## src/rtl/pc_fetch_stage_if.sv

```systemverilog
// Fetch-stage bus: redirect/stall controls from D, the instruction-memory
// port, and the F/D pipeline outputs plus the activity counters.
// master = the surrounding pipeline / memory side, slave = pc_fetch_stage.
interface pc_fetch_stage_if;
  logic        stall;
  logic [1:0]  npc_sel;
  logic [31:0] branch_target;
  logic [31:0] jump_target;
  logic [31:0] imem_addr;
  logic [31:0] imem_instr;
  logic [31:0] IR_D;
  logic [31:0] PC_D;
  logic [31:0] PC8_D;
  logic        fetch_err_D;
  logic [31:0] fetch_cnt;
  logic [31:0] stall_cnt;

  modport master (
    output stall, npc_sel, branch_target, jump_target, imem_instr,
    input  imem_addr, IR_D, PC_D, PC8_D, fetch_err_D, fetch_cnt, stall_cnt
  );

  modport slave (
    input  stall, npc_sel, branch_target, jump_target, imem_instr,
    output imem_addr, IR_D, PC_D, PC8_D, fetch_err_D, fetch_cnt, stall_cnt
  );
endinterface

```

## src/rtl/pc_fetch_stage.sv

```systemverilog
// F stage of the 5-stage MIPS pipeline: program counter, next-PC select,
// instruction fetch into the F/D register, and fetch/stall counters.
// There is no flush: the architected delay slot always executes.
// Optional feature macro: PC_ALIGN_CHECK_EN -- flags misaligned or
// out-of-range fetches, replacing the captured word with a nop.
module pc_fetch_stage #(
  parameter logic [31:0] RESET_PC = 32'h0000_3000,
  parameter int unsigned IM_WORDS = 1024
) (
  input  logic           clk,
  input  logic           reset,
  pc_fetch_stage_if.slave bus
);

  logic [31:0] pc_f;
  logic [31:0] npc;
  logic [31:0] ir_d;
  logic [31:0] pc_d;
  logic [31:0] pc8_d;
  logic        fetch_err_d;
  logic [31:0] fetch_cnt;
  logic [31:0] stall_cnt;
  logic        fetch_bad;

  assign bus.imem_addr   = pc_f;
  assign bus.IR_D        = ir_d;
  assign bus.PC_D        = pc_d;
  assign bus.PC8_D       = pc8_d;
  assign bus.fetch_err_D = fetch_err_d;
  assign bus.fetch_cnt   = fetch_cnt;
  assign bus.stall_cnt   = stall_cnt;

  // Next-PC source select; 2'b11 falls back to the sequential path.
  always_comb begin
    // NOTE: npc gets a value before the case so every path assigns it and no latch is inferred.
    npc = pc_f + 32'd4;
    case (bus.npc_sel)
      2'b01:   npc = bus.branch_target;
      2'b10:   npc = bus.jump_target;
      default: ;
    endcase
  end

`ifdef PC_ALIGN_CHECK_EN
  // Bounds held in 33 bits so RESET_PC + 4*IM_WORDS cannot wrap.
  localparam logic [32:0] im_lo = {1'b0, RESET_PC};
  localparam logic [32:0] im_hi = {1'b0, RESET_PC} + (33'(IM_WORDS) << 2);

  // Fetch fault: misaligned PC or PC outside the instruction memory window.
  always_comb begin
    fetch_bad = (pc_f[1:0] != 2'b00) ||
                ({1'b0, pc_f} <  im_lo) ||
                ({1'b0, pc_f} >= im_hi);
  end
`else
  // IM_WORDS only matters to the range check.
  localparam int unsigned im_words_unused = IM_WORDS;
  assign fetch_bad = 1'b0;
`endif

  // PC, F/D register and counters; a stall freezes all but stall_cnt.
  // NOTE: non-blocking assignments so every register samples pre-edge values (PC_D gets the old PC_F).
  always_ff @(posedge clk or posedge reset) begin
    if (reset) begin
      pc_f        <= RESET_PC;
      ir_d        <= '0;
      pc_d        <= '0;
      pc8_d       <= '0;
      fetch_err_d <= 1'b0;
      fetch_cnt   <= '0;
      stall_cnt   <= '0;
    end else if (bus.stall) begin
      stall_cnt <= stall_cnt + 32'd1;
    end else begin
      pc_f        <= npc;
      ir_d        <= fetch_bad ? 32'h0 : bus.imem_instr;
      pc_d        <= pc_f;
      pc8_d       <= pc_f + 32'd8;
      fetch_err_d <= fetch_bad;
      fetch_cnt   <= fetch_cnt + 32'd1;
    end
  end

endmodule

```

## src/flat_wrapper.sv

```systemverilog
// flat-port wrapper written by rule: the top's interface ports become plain ports
module pc_fetch_stage_flat 
#(
  parameter logic [31:0] RESET_PC = 32'h0000_3000,
  parameter int unsigned IM_WORDS = 1024
)
  (clk, reset, bus_stall, bus_npc_sel, bus_branch_target, bus_jump_target, bus_imem_instr, bus_imem_addr, bus_IR_D, bus_PC_D, bus_PC8_D, bus_fetch_err_D, bus_fetch_cnt, bus_stall_cnt);
  pc_fetch_stage_if bus_i ();
  input  logic clk;
  input  logic reset;
  input wire logic [$bits(bus_i.stall)-1:0] bus_stall;
  input wire logic [$bits(bus_i.npc_sel)-1:0] bus_npc_sel;
  input wire logic [$bits(bus_i.branch_target)-1:0] bus_branch_target;
  input wire logic [$bits(bus_i.jump_target)-1:0] bus_jump_target;
  input wire logic [$bits(bus_i.imem_instr)-1:0] bus_imem_instr;
  output wire logic [$bits(bus_i.imem_addr)-1:0] bus_imem_addr;
  output wire logic [$bits(bus_i.IR_D)-1:0] bus_IR_D;
  output wire logic [$bits(bus_i.PC_D)-1:0] bus_PC_D;
  output wire logic [$bits(bus_i.PC8_D)-1:0] bus_PC8_D;
  output wire logic [$bits(bus_i.fetch_err_D)-1:0] bus_fetch_err_D;
  output wire logic [$bits(bus_i.fetch_cnt)-1:0] bus_fetch_cnt;
  output wire logic [$bits(bus_i.stall_cnt)-1:0] bus_stall_cnt;
  assign bus_i.stall = bus_stall;
  assign bus_i.npc_sel = bus_npc_sel;
  assign bus_i.branch_target = bus_branch_target;
  assign bus_i.jump_target = bus_jump_target;
  assign bus_i.imem_instr = bus_imem_instr;
  assign bus_imem_addr = bus_i.imem_addr;
  assign bus_IR_D = bus_i.IR_D;
  assign bus_PC_D = bus_i.PC_D;
  assign bus_PC8_D = bus_i.PC8_D;
  assign bus_fetch_err_D = bus_i.fetch_err_D;
  assign bus_fetch_cnt = bus_i.fetch_cnt;
  assign bus_stall_cnt = bus_i.stall_cnt;
  pc_fetch_stage #(.RESET_PC(RESET_PC), .IM_WORDS(IM_WORDS)) u_core (.clk(clk), .reset(reset), .bus(bus_i));
endmodule
```

## config.mk

```make
export PLATFORM = sky130hd
export DESIGN_NAME = pc_fetch_stage_flat
export DESIGN_NICKNAME = d
export VERILOG_FILES = /design/src/rtl/pc_fetch_stage_if.sv /design/src/rtl/pc_fetch_stage.sv /design/src/flat_wrapper.sv
export SDC_FILE = /design/constraint.sdc
export NUM_CORES = 1
export LEC_CHECK = 0
export CAP_MARGIN = 10
export CORE_ASPECT_RATIO = 2
export CORE_UTILIZATION = 52
export CTS_BUF_LIST = sky130_fd_sc_hd__clkbuf_8
export DETAILED_ROUTE_END_ITERATION = 8
export PLACE_DENSITY = 0.85
export SYNTH_ARGS = -nofsm -noshare
export SYNTH_HDL_FRONTEND = slang
export SYNTH_SLANG_ARGS = --single-unit
export TNS_END_PERCENT = 50
```

## constraint.sdc

```tcl
create_clock -name clk -period 14.14 [get_ports clk]
set_input_delay 2.828 -clock clk [delete_from_list [all_inputs] [get_ports clk]]
set_output_delay 2.828 -clock clk [all_outputs]
set_load 0.03 [all_outputs]
```

After elaboration in Yosys (flattened, before gate mapping) --
Cells that the tools add are included.
Operators by class: add/sub/neg operators 4, eq/ne operators 2, multiplexer cells 1
Operator list (number):
- adder 32 x 1 -> 32 bit (second input constant) | 2
- one-hot mux 32 bit (2 select lines) | 1
- adder 32 x 3 -> 32 bit (second input constant) | 1
- adder 32 x 4 -> 32 bit (second input constant) | 1
- == test 2 x 1 -> 1 bit (second input constant) | 1
- == test 2 bit (second input constant) | 1
Word-level totals: flip-flop bits (word level) 192, output and inout bits 193

Longest topological paths before layout --
depth after elaboration 2, depth in mapped cells 8, gate-level depth less buffers 7

Worst setup path after synthesis --
No wires, ideal clock.
path kind input-to-reg, start point input bus_stall, end point register u_core.fetch_cnt[29] (netlist: u_core.bus.fetch_cnt[29]), arrival 4.313 ns, setup slack 9.693 ns, cell stages on the path 6, cell sequence nand4b_4 -> or3_4 -> or4_1 -> buf_2 -> nand2b_4 -> xnor2_2
RTL lines:
- start, declared | line flat_wrapper.sv:11 | input wire logic [$bits(bus_i.stall)-1:0] bus_stall;
- end signal, assigned | line pc_fetch_stage.sv:80 | fetch_cnt <= fetch_cnt + 32'd1;
- end, declared | line pc_fetch_stage.sv:21 | logic [31:0] fetch_cnt;

Worst setup path after layout --
start point input bus_npc_sel[0], end point register u_core.pc_f[26] (netlist: u_core.bus.imem_addr[26])
Between the ends: longest elaborated chain between the ends 2, elaborated cells on any way between the ends 3, those cells by class eq/ne: 2; mux: 1
RTL lines:
- start, declared | line flat_wrapper.sv:12 | input wire logic [$bits(bus_i.npc_sel)-1:0] bus_npc_sel;
- == test 2 bit or == test 2 x 1 -> 1 bit (tied branches) | line pc_fetch_stage.sv:37 | case (bus.npc_sel)
- one-hot mux 32 bit (2 select lines) (*) | line pc_fetch_stage.sv:37
- end signal, assigned | line pc_fetch_stage.sv:75 | pc_f <= npc;
- end, declared | line pc_fetch_stage.sv:15 | logic [31:0] pc_f;
Every way passes the cells marked *; elsewhere a longest branch is shown, timed or not. A chain may end at the register's enable or synchronous reset.

==> impl_summary.txt <==
----------------------------------------------------
[CTS]
  Worst-Skew Late Latency ... about 470 ps
  H-tree levels ... 4
  Root Driver ... sky130_fd_sc_hd__clkbuf_8
  CTS Hold Bufs ... 0
  Clock transition at the registers of the reported paths ... 90 ps
  Number of buffers inserted during clock tree synthesis ... 17
  Sinks on the clock net ... 189
  Cts repair resizes ... 0
  # Post-CTS Setup Buffers ... 0
  Worst-case clock buffer depth ... 2
  Clock tree from TritonCTS ... done

[Setup path]
  Required arrival time at the worst endpoint ... 14480 ps
  Critical path class ... primary input to register
  Worst Reg2Reg Path Length in Cells ... 6
  Worst Setup SP ... bus_npc_sel[0]
  Critical path startpoint category ... primary input
  Critical register-to-register path startpoint ... u_core.bus.imem_addr[4]
  Endpoint of the lowest-slack register-to-register path ... u_core.bus.imem_addr[27]
  Data arrival time at the worst-slack endpoint ... approximately 5300 ps
  Register-to-register setup slack ... 11320 ps
  Peak fanout along the critical path ... 71
  Crit. End Element ... register

[Synth]
  Sequential-to-total area share from yosys stat ... 0.526
  Complex-gate fraction of the synthesized area ... 0.128
  Adder-Cell Fraction of Synth Area ... 0.00835
  Synth unique cells ... 59
  Simple-gate area share of the yosys netlist ... 0.154
  Synthesized Nets ... 930
  Most used flip-flop cell after synthesis ... sky130_fd_sc_hd__dfrtp_1
  Count of state elements after synthesis ... 189
  Synth warnings ... 0
  Proportion of synthesized area in mux cells ... 0.0795
  Number of instances in the synthesized netlist ... ~820
  Share of flip-flops with an asynchronous set or reset ... 1.00
  Fraction of synthesized cell area in xor and xnor cells ... 0.0709
  Post-synthesis cell area ... 8990 um^2
  Count of flip-flops with a built-in enable after synthesis ... 0
  Main combinational cell family by area after synthesis ... simple AND/OR/NAND/NOR gates
  Syn_area_per_cell ... 10.9 um^2

[Global route]
  Pin count of the biggest net entering global routing ... 109
  Number of antenna violations at the first check in global routing ... 0
  Grt total ovfl ... 0
  First-pass GRT wire length ... 40600 um
  Met3 track demand over resource ... 0.0483
  Global-route usage over all layers ... 0.301
  Number of global-route vias before repair ... around 7.6k
  GR Util met1 ... 0.335
  Met2 capacity usage during global routing ... 0.523
  GR peak layer ... met2

[STA]
  Slew HR ... 0.317
  Count of final max-slew check failures ... 0
  Measured slew at the worst slew-check pin ... 1020 ps
  Final-report setup violation count ... 0
  Worst hold slack across all endpoints ... 479 ps
  Number of hold-slack violations in the final timing report ... 0
  Smallest setup slack after layout ... between 9000 and 10000 ps
  Max frequency ... 201 MHz
  Period utilisation layout ... 0.352
  Setup repair after global routing missed its margin ... false
  Final critical delay including setup and external delays ... 4970 ps
  Clock skew after layout ... 17.0 ps
  Setup_tns ... 0 ps

[Status]
  Outcome ... finished clean

[Die]
  Number of top-level pins ... 294
  Row count ... 67
  Die H ... 188 um
  Core ar. ... ~17000 um^2
  Die width ... about 95 um
  Area of the die ... 17800 um^2
  Starting utilization of the core area ... 0.533

[Routing]
  DR DRC count ... 0
  DRT Wirelength ... 26100 um
  Routed length per instance ... 20.0 um
  Total iterations of the first detailed-routing run ... 5
  Via count ... between 7k and 8k
  Number of violations reported at the end of detailed-routing iteration 0 ... 490
  Post-detailed-route count of antenna-violating nets ... 0
  Vias/cell ... 5.97

[Placed design]
  Post-DP HPWL ... approximately 19000 um
  Pre-CTS setup slack ... 8790 ps
  Total instance count after detailed placement ... 1271
  Input/output buffers ... 292
  Final weighted congestion in routability-driven placement ... 0.943

[Worst hold path]
  Endpoint with the worst hold slack ... u_core.bus.stall_cnt[31]
  Hold_sp ... u_core.bus.stall_cnt[31]
  Hold path depth ... 1
  Type of the worst min-delay path ... register to register

[Finish]
  Number of filler instances in the final layout ... 1248
  Number of nets in the layout ... around 1.2k
  Share of final-layout standard cells stronger than drive strength 1 ... 0.0985
  Number of antenna cells inserted ... 0
  Post-route non-filler standard cell count ... roughly 1.3k
  Area growth from synthesis to layout ... 37.8%

[Power]
  Total power density per cell area ... 137 nW/um^2
  LEAKAGE ... 5.20 nW
  Worst supply voltage drop on vdd ... between 0.1 and 0.15 mV
  Total power of the final layout ... 1.70 mW

[Flow run]
  Count of maximum capacitance violations ... 0

----------------------------------------------------
==> sequential cells by signal, summed over array words and instances (netlist names) <==
signal / flops
u_core.bus.IR_D: 32
u_core.bus.PC8_D: 32
u_core.bus.fetch_cnt: 32
u_core.bus.imem_addr: 32
u_core.bus.stall_cnt: 32
u_core.bus.PC_D: 29
==> cell usage in the layout, fill, tap and decap left out, types with 19 or more instances in the layout <==
cell                              instances
sky130_fd_sc_hd__clkdlybuf4s50_1        291
sky130_fd_sc_hd__dfrtp_1                187
sky130_fd_sc_hd__nand2_1                 73
sky130_fd_sc_hd__mux2_2                  51
sky130_fd_sc_hd__xnor2_1                 44
sky130_fd_sc_hd__nor2_1                  39
sky130_fd_sc_hd__a21oi_1                 36
sky130_fd_sc_hd__nand3_1                 29
sky130_fd_sc_hd__a221oi_1                28
sky130_fd_sc_hd__xor2_1                  25
sky130_fd_sc_hd__nand4_1                 20
sky130_fd_sc_hd__o21ai_0                 19
==> worst max path at each step <==
stage,to,slack (ps)
2_1_floorplan,u_core.bus.IR_D[0],6170
3_3_place_gp,u_core.bus.imem_addr[26],8910
3_5_place_dp,u_core.bus.imem_addr[26],8790
4_1_cts,u_core.bus.imem_addr[26],9280
5_1_grt,u_core.bus.imem_addr[26],8980
6_report,u_core.bus.imem_addr[26],9170
==> power breakdown <==
part | switching (mW) | total, mW | internal, mW
clock | 0.205 | 0.371 | 0.166
sequential | 0.108 | 0.735 | 0.626
combinational | 0.335 | 0.593 | 0.257
==> critical path, cell delays in order <==
cell	delay (ps)
sky130_fd_sc_hd__clkdlybuf4s50_1	480
sky130_fd_sc_hd__inv_1	50
sky130_fd_sc_hd__ha_2	300
sky130_fd_sc_hd__buf_4	570
sky130_fd_sc_hd__nand2_1	210
sky130_fd_sc_hd__or4_1	520
sky130_fd_sc_hd__o311ai_0	350
==> metal layers <==
layer	up-vias	wire length, um
li1	3491	-
met1	3790	8910
met2	408	14000
met3	94	1640
met4	0	1590
met5	-	0
==> logic make-up after synthesis <==
kind of cell / Yosys count
compound gates: 165
flops: 189
mux: 65
simple gates: 255
xor+xnor: 71
other cells: 1
buf+inv: 71
fa+ha+maj: 6
==> metrics by stage <==
step            util  area [um^2]
6_report       0.735        12400
4_1_cts        0.735        12400
2_1_floorplan      -         8990
5_1_grt        0.735        12400
3_5_place_dp   0.711        12000
3_3_place_gp   0.711        12000
==> Yosys cell counts (6+ instances only) <==
| library cell | number | area (um^2) |
|---|---|---|
| sky130_fd_sc_hd__dfrtp_1 | 187 | 4680 |
| sky130_fd_sc_hd__nand2_1 | 73 | 274 |
| sky130_fd_sc_hd__mux2_2 | 51 | 574 |
| sky130_fd_sc_hd__xnor2_1 | 44 | 385 |
| sky130_fd_sc_hd__nor2_1 | 39 | 146 |
| sky130_fd_sc_hd__a21oi_1 | 36 | 180 |
| sky130_fd_sc_hd__clkbuf_1 | 31 | 116 |
| sky130_fd_sc_hd__nand3_1 | 29 | 145 |
| sky130_fd_sc_hd__a221oi_1 | 28 | 245 |
| sky130_fd_sc_hd__xor2_1 | 25 | 219 |
| sky130_fd_sc_hd__nand4_1 | 20 | 125 |
| sky130_fd_sc_hd__o21ai_0 | 19 | 95.1 |
| sky130_fd_sc_hd__a31oi_1 | 17 | 106 |
| sky130_fd_sc_hd__inv_1 | 16 | 60.1 |
| sky130_fd_sc_hd__a21o_1 | 14 | 105 |
| sky130_fd_sc_hd__and3_1 | 14 | 87.6 |
| sky130_fd_sc_hd__mux2i_1 | 14 | 140 |
| sky130_fd_sc_hd__and4_1 | 13 | 114 |
| sky130_fd_sc_hd__buf_1 | 13 | 48.8 |
| sky130_fd_sc_hd__o22a_1 | 13 | 114 |
| sky130_fd_sc_hd__nor2b_1 | 12 | 75.1 |
| sky130_fd_sc_hd__nor3_1 | 12 | 60.1 |
| sky130_fd_sc_hd__a211oi_1 | 9 | 67.6 |
| sky130_fd_sc_hd__a22oi_1 | 8 | 60.1 |
| sky130_fd_sc_hd__buf_4 | 6 | 45.0 |
| sky130_fd_sc_hd__ha_1 | 6 | 75.1 |
| sky130_fd_sc_hd__nor4_1 | 6 | 37.5 |
==> final cells by class <==
cell class	instances	area [um^2]	area share
Inverter	16	67.6	0.00545
Clock buffer	18	248	0.0200
Tap cell	207	259	0.0209
Sequential cell	189	4730	0.382
Multi-Input combinational cell	563	3960	0.320
Timing Repair Buffer	296	2950	0.238
Clock inverter	14	164	0.0132
(Power assumes the default switching activity.)
